===== config.mk =====
export PLATFORM = sky130hd
export DESIGN_NAME = rs_load_param
export DESIGN_NICKNAME = d
export VERILOG_FILES = /design/src/rtl/rs_load_param.sv
export SDC_FILE = /design/constraint.sdc
export NUM_CORES = 2
export LEC_CHECK = 0
export CORE_UTILIZATION = 48
export CTS_CLUSTER_SIZE = 24
export DETAILED_ROUTE_END_ITERATION = 10
export HOLD_SLACK_MARGIN = 0.05
export PLACE_DENSITY = 0.71
export SLEW_MARGIN = 20
export SYNTH_ARGS = -nofsm -noshare
export SYNTH_HDL_FRONTEND = slang
export SYNTH_SLANG_ARGS = --single-unit

===== constraint.sdc =====
create_clock -name clk -period 3.7 [get_ports clk]
set_input_delay 0.74 -clock clk [delete_from_list [all_inputs] [get_ports clk]]
set_output_delay 0.74 -clock clk [all_outputs]
set_load 0.01 [all_outputs]

===== src/rtl/rs_load_param.sv =====
// Load reservation station: holds loads until their base operand is
// known, forms the effective address, and presents the oldest ready one.
//
// Ports:
//   clk, rst_n            clock, async active-low reset
//   iss_*                 load issue from the dispatcher; iss_tag is the
//                         tag the next accepted load gets (0 when full)
//   cdb_*                 common data bus broadcast (tag 0 ignored)
//   mem_*                 request to the memory unit, valid/ready
//   free_valid, free_tag  release (or squash) an entry by tag
//   busy, count           occupancy, derived from registered state
module rs_load_param #(
  parameter int DEPTH    = 3,
  parameter int DATA_W   = 64,
  parameter int TAG_W    = 4,
  parameter int TAG_BASE = 6
) (
  input  logic                       clk,
  input  logic                       rst_n,
  input  logic                       iss_valid,
  output logic                       iss_ready,
  input  logic [DATA_W-1:0]          iss_vj,
  input  logic [TAG_W-1:0]           iss_qj,
  input  logic [DATA_W-1:0]          iss_offset,
  output logic [TAG_W-1:0]           iss_tag,
  input  logic                       cdb_valid,
  input  logic [TAG_W-1:0]           cdb_tag,
  input  logic [DATA_W-1:0]          cdb_data,
  output logic                       mem_valid,
  input  logic                       mem_ready,
  output logic [DATA_W-1:0]          mem_addr,
  output logic [TAG_W-1:0]           mem_tag,
  input  logic                       free_valid,
  input  logic [TAG_W-1:0]           free_tag,
  output logic                       busy,
  output logic [$clog2(DEPTH+1)-1:0] count
);

  localparam int IW = $clog2(DEPTH);
  localparam int CW = $clog2(DEPTH+1);

  typedef enum logic [2:0] {
    S_FREE,
    S_WAIT,
    S_ADDR,
    S_READY,
    S_ISSUED
  } st_t;

  st_t               st_q   [DEPTH];
  st_t               st_d   [DEPTH];
  logic [DATA_W-1:0] op_q   [DEPTH];
  logic [DATA_W-1:0] op_d   [DEPTH];
  logic [DATA_W-1:0] off_q  [DEPTH];
  logic [DATA_W-1:0] off_d  [DEPTH];
  logic [DATA_W-1:0] addr_q [DEPTH];
  logic [DATA_W-1:0] addr_d [DEPTH];
  logic [TAG_W-1:0]  qj_q   [DEPTH];
  logic [TAG_W-1:0]  qj_d   [DEPTH];

  // old_q[j][i] set means entry j was issued before entry i.
  // A new entry clears its row and sets its column, so rows of
  // freed entries may go stale without affecting live ones.
  logic [DEPTH-1:0]  old_q  [DEPTH];
  logic [DEPTH-1:0]  old_d  [DEPTH];

  // Holds the presented entry until the memory unit takes it.
  logic              lock_q;
  logic              lock_d;
  logic [IW-1:0]     lock_idx_q;
  logic [IW-1:0]     lock_idx_d;

  logic [DEPTH-1:0]  free_m;
  logic [DEPTH-1:0]  rdy_m;
  logic [DEPTH-1:0]  oldest_m;
  logic              have_free;
  logic [IW-1:0]     iss_idx;
  logic [IW-1:0]     oldest_idx;
  logic [IW-1:0]     sel_idx;
  logic [CW-1:0]     cnt;
  logic              iss_fire;
  logic              mem_fire;
  logic              iss_cdb_hit;
  logic              fr_ok;
  logic [IW-1:0]     fr_idx;

  always_comb begin : scan_p
    have_free  = 1'b0;
    iss_idx    = '0;
    oldest_idx = '0;
    cnt        = '0;
    free_m     = '0;
    rdy_m      = '0;
    oldest_m   = '0;
    for (int i = 0; i < DEPTH; i++) begin
      free_m[i] = (st_q[i] == S_FREE);
      rdy_m[i]  = (st_q[i] == S_READY);
      cnt       = cnt + CW'(!free_m[i]);
    end
    for (int i = 0; i < DEPTH; i++) begin
      oldest_m[i] = rdy_m[i];
      for (int j = 0; j < DEPTH; j++) begin
        if (j != i && rdy_m[j] && old_q[j][i])
          oldest_m[i] = 1'b0;
      end
    end
    for (int i = DEPTH-1; i >= 0; i--) begin
      if (free_m[i]) begin
        have_free = 1'b1;
        iss_idx   = IW'(i);
      end
      if (oldest_m[i])
        oldest_idx = IW'(i);
    end
  end

  assign sel_idx = (lock_q && rdy_m[lock_idx_q]) ? lock_idx_q
                                                 : oldest_idx;

  assign iss_ready = have_free;
  assign busy      = !have_free;
  assign count     = cnt;
  assign iss_tag   = have_free
                   ? TAG_W'(TAG_BASE + int'(iss_idx))
                   : '0;

  assign mem_valid = |rdy_m;
  assign mem_addr  = mem_valid ? addr_q[sel_idx] : '0;
  assign mem_tag   = mem_valid
                   ? TAG_W'(TAG_BASE + int'(sel_idx))
                   : '0;

  assign iss_fire    = iss_valid && have_free;
  assign mem_fire    = mem_valid && mem_ready;
  assign iss_cdb_hit = cdb_valid && (cdb_tag != '0)
                    && (cdb_tag == iss_qj);

  assign fr_ok  = free_valid
               && (int'(free_tag) >= TAG_BASE)
               && (int'(free_tag) < TAG_BASE + DEPTH);
  assign fr_idx = IW'(int'(free_tag) - TAG_BASE);

  always_comb begin : next_p
    lock_d     = mem_valid && !mem_ready;
    lock_idx_d = sel_idx;
    for (int i = 0; i < DEPTH; i++) begin
      st_d[i]   = st_q[i];
      op_d[i]   = op_q[i];
      off_d[i]  = off_q[i];
      addr_d[i] = addr_q[i];
      qj_d[i]   = qj_q[i];
      old_d[i]  = old_q[i];
    end
    for (int i = 0; i < DEPTH; i++) begin
      unique case (st_q[i])
        S_WAIT: begin
          if (cdb_valid && cdb_tag != '0
              && cdb_tag == qj_q[i]) begin
            op_d[i] = cdb_data;
            qj_d[i] = '0;
            st_d[i] = S_ADDR;
          end
        end
        S_ADDR: begin
          addr_d[i] = op_q[i] + off_q[i];
          st_d[i]   = S_READY;
        end
        S_READY: begin
          if (mem_fire && sel_idx == IW'(i))
            st_d[i] = S_ISSUED;
        end
        default: ;
      endcase
      if (fr_ok && fr_idx == IW'(i) && !free_m[i]) begin
        st_d[i] = S_FREE;
        qj_d[i] = '0;
      end
      if (iss_fire && iss_idx == IW'(i)) begin
        op_d[i]  = iss_vj;
        off_d[i] = iss_offset;
        qj_d[i]  = iss_qj;
        st_d[i]  = S_WAIT;
        unique case (1'b1)
          (iss_qj == '0): begin
            st_d[i] = S_ADDR;
          end
          iss_cdb_hit: begin
            op_d[i] = cdb_data;
            qj_d[i] = '0;
            st_d[i] = S_ADDR;
          end
          default: ;
        endcase
        old_d[i] = '0;
        for (int j = 0; j < DEPTH; j++) begin
          if (j != i)
            old_d[j][i] = 1'b1;
        end
      end
    end
  end

  always_ff @(posedge clk or negedge rst_n) begin
    if (!rst_n) begin
      for (int i = 0; i < DEPTH; i++) begin
        st_q[i]   <= S_FREE;
        op_q[i]   <= '0;
        off_q[i]  <= '0;
        addr_q[i] <= '0;
        qj_q[i]   <= '0;
        old_q[i]  <= '0;
      end
      lock_q     <= 1'b0;
      lock_idx_q <= '0;
    end else begin
      for (int i = 0; i < DEPTH; i++) begin
        st_q[i]   <= st_d[i];
        op_q[i]   <= op_d[i];
        off_q[i]  <= off_d[i];
        addr_q[i] <= addr_d[i];
        qj_q[i]   <= qj_d[i];
        old_q[i]  <= old_d[i];
      end
      lock_q     <= lock_d;
      lock_idx_q <= lock_idx_d;
    end
  end

endmodule


==> impl_metrics.ini <==
[run_status]
status = complete, but fails checks
violations = design-rule violations, negative setup slack

[min_path]
hold_path.class = input pin to asynchronous set/reset pin

[floorplanning]
rows = 99
dieWidth_um = 274.4
core_mm2 = 0.07321
die_area_mm2 = 0.07532
fp.dieH_um = 274.4
start_util_pct = 48.67
num_io_pins = 287

[grt]
busiest_layer = met2
grt_max_degree = 129
met1_usage_pct = 45.74
grt_use_met2_pct = 50.76
gr-usage-all-layers_pct = 32.66
antenna_found_initial = 0
grt_first_pass_wirelength_um = 188200
grt_overflow = 0
grt_use_met3_pct = 5.517
grt_pass1_vias = 31108

[finish]
drive_gt1_share_pct = 16.67
final_core_util_pct = 60.70
diodes = 0
syn2layout_area_growth_pct = 24.73
fin_nets = 4767
n_fill_cell = 6240

[detailed_routing]
dr.pass1.iters = 11
drt_iter0_drc = 3735
wl_um = 124900
vias = 32502
vias_per_cell = 6.042
drc = 16
ant_nets = 0
wl_per_cell_um = 23.22

[clocking]
clock_path_buffers = 3
cts_max_level = 3
hold_buffers = 0
clkTransAtPathRegs_ns = 0.06
clock_sinks = 606
cts_tree = yes
cts_root_buf = clkbuf_16
clk_latency_ns = 0.62
cts_made_buffers = 71

[logic_synthesis]
ys_seq_elements = 606
yosysSeqAreaShare_pct = 42.56
syn_nets = 4389
syn_inst = 3986
syn_area_mm2 = 0.03563
synth.avg_cell_area_um2 = 8.938
synth_edf_count = 0
synthDistinctLibCells = 83
async_flop_share_pct = 100.0
yosysWarningCount = 0
ys.flop_type = dfrtp_1

[placement]
dpl_worst_slack_ns = -0.2809
dp_hpwl_um = 91030
gp_congestion = 0.9895
io_buffer_count = 286

[sta]
fin_ws_ns = -0.05500
hold-worst-slack_ns = 0.06408
rsz0062_at_grt = true
period_needed_ns = 3.755
setup-tns-final_ns = -0.3572
period_share_pct = 101.5
max_clock_freq_ghz = 0.2663
setup_violations = 14
worst_slew_pin_slew_ns = 0.9108
worst_slew_margin_rel_pct = 39.28
slew_viol_final = 0
hold_violations = 0
fin_worst_skew_ns = 0.02074

[power_and_ir_drop]
ir_drop_mv = 0.4511
p_total_mw = 48.77
cellPowerDensity_mw_per_mm2 = 1098
leakage_nw = 21.82

[run]
max-cap-violations = 0

[critical_path]
cp_max_fo = 6
rr_startpoint = op_q[128]$_DFFE_PN0P_
endpoint_kind = output pin
reg2regPathDepth = 16
worst_ep_arrival_time_ns = 3.02
reg2reg_slack_ns = 0.08
critPathLaunchType = flip-flop
worst-endpoint-required_ns = 2.96
setup.worst_path.start = st_q[8]$_DFFE_PN0P_
r2r-end = addr_q[182]$_DFFE_PN0P_
endpoint = mem_addr[11]
critPathKind = flip-flop to output pin
[area by class of cell]
class | count | area (um2) | share of cell area [%]
clock buffers | 97 | 2059 | 4.635
clock inverters | 32 | 391.6 | 0.8813
inverters | 181 | 679.4 | 1.529
multi-input cells | 2956 | 19760 | 44.48
flip-flops and latches | 606 | 15160 | 34.13
well taps | 959 | 1200 | 2.700
repair buffers | 548 | 5179 | 11.65
[logic make-up (layout without fill, tap and decap cells)]
group                      count (synthesis)  in the layout  share of synthesized area (%)
and+or+nand+nor                         1237           1237                          14.48
AOI/OAI and AO/OA                       1189           1189                          22.51
DFF                                      606            606                          42.56
buffers and inverters                    424            858                          4.572
xor gates and xnor gates                 200            200                          4.917
adders and majority gates                193            193                          6.862
muxes                                    137            137                          4.098
[synthesized netlist by cell type (all sizes together), types with 16 or more instances]
| library cell | instances | share of area [%] |
|---|---|---|
| nand2 | 868 | 9.1 |
| dfrtp | 606 | 43 |
| o21ai | 350 | 5.0 |
| a21oi | 264 | 3.7 |
| clkbuf | 206 | 2.2 |
| ha | 189 | 6.6 |
| inv | 181 | 1.9 |
| a21o | 136 | 2.9 |
| nor2 | 131 | 1.4 |
| a222oi | 128 | 3.6 |
| xnor2 | 113 | 2.8 |
| xor2 | 87 | 2.1 |
| mux2 | 71 | 2.2 |
| mux2i | 66 | 1.9 |
| a22oi | 64 | 1.3 |
| nand4 | 46 | 0.81 |
| nand3 | 43 | 0.60 |
| nor3 | 42 | 0.60 |
| buf | 37 | 0.50 |
| o21bai | 35 | 0.74 |
| a31oi | 28 | 0.61 |
| and3 | 27 | 0.47 |
| a211oi | 19 | 0.40 |
| o31ai | 19 | 0.46 |
| nand2b | 16 | 0.28 |
| nor2b | 16 | 0.28 |
[per-stage QoR]
step / area (um2) / std cells
after floorplan: 35630 / 3986
after detailed placement: 40830 / 5211
final: 44440 / 5379
after CTS: 43800 / 5358
after global routing: 44440 / 5379
after global placement: 40830 / 5211
[registers in the layout (all words and copies together), names as in the netlist]
signal and count:
addr_q 192, off_q 192, op_q 192, qj_q 12, st_q 9, old_q 6
lock_idx_q 2, lock_q 1
[how the worst min path moves through the flow]
stage	to	slack, ns	depth (start not counted)
6_report	op_q[86]$_DFFE_PN0P_	0.06	1
5_1_grt	op_q[86]$_DFFE_PN0P_	0.10	1
4_1_cts	op_q[86]$_DFFE_PN0P_	0.07	1
3_5_place_dp	off_q[172]$_DFFE_PN0P_	0.47	2
3_3_place_gp	addr_q[65]$_DFFE_PN0P_	0.46	2
2_1_floorplan	addr_q[0]$_DFFE_PN0P_	0.44	0
[layout by cell type (no fill, tap or decap), drive strengths merged, types with 12 or more instances in the layout]
cell           Yosys  routed
mux2              71      71
a21o             136     136
o21bai            35      35
a31oi             28      28
clkbuf           206     102
ha               189     189
nand3             43      43
o21ai            350     350
a221oi            13      13
a211oi            19      19
dfrtp            606     606
nor2             131     131
xor2              87      87
a22oi             64      64
nand2b            16      16
a22o              13      13
clkinv             0      16
o21a              14      14
nor3              42      42
nand4             46      46
clkdlybuf4s50      0     219
buf               37     322
a21oi            264     264
mux2i             66      66
and2              15      15
a222oi           128     128
or3               12      12
nor2b             16      16
nand2            868     868
o31ai             19      19
inv              181     184
xnor2            113     113
and3              27      27
[worst max-delay path, cell delays in order (launching register included)]
cell       delay, ns
dfrtp_1         0.41
nor2b_4         0.15
nand2_2         0.09
nor2_2          0.13
a21oi_2         0.05
o21ai_2         0.15
nand2_2         0.11
mux2_4          0.39
nor2_4          0.17
buf_12          0.16
buf_12          0.13
clkbuf_16       0.16
nand2_1         0.06
a21oi_1         0.12
buf_2           0.15
[where the power goes]
| part | leakage [nW] | switching, mW | internal [mW] | total, mW |
|---|---|---|---|---|
| registers | 7.58 | 2.65 | 9.75 | 12.4 |
| clock network | 1.20 | 2.98 | 4.47 | 7.45 |
| logic | 13.0 | 16.8 | 12.1 | 28.9 |
| total | 21.8 | 22.4 | 26.3 | 48.8 |
[what timing repair did]
action / 4_1_cts / 5_1_grt
buffers inserted: 17 / 18
endpoints found under the setup margin: 76 / 97
gates cloned: 3 / 5
gates resized for setup: 338 / 158
pin swaps: 44 / 60
[per-layer routing]
| layer | vias to the layer above | part of all wire, % |
|---|---|---|
| met1 | 15906 | 43 |
| met4 | 0 | 3.3 |
| met5 | - | 0 |
| met3 | 208 | 8.2 |
| li1 | 14995 | - |
| met2 | 1393 | 45 |
Power figures use the tool's default switching activity.
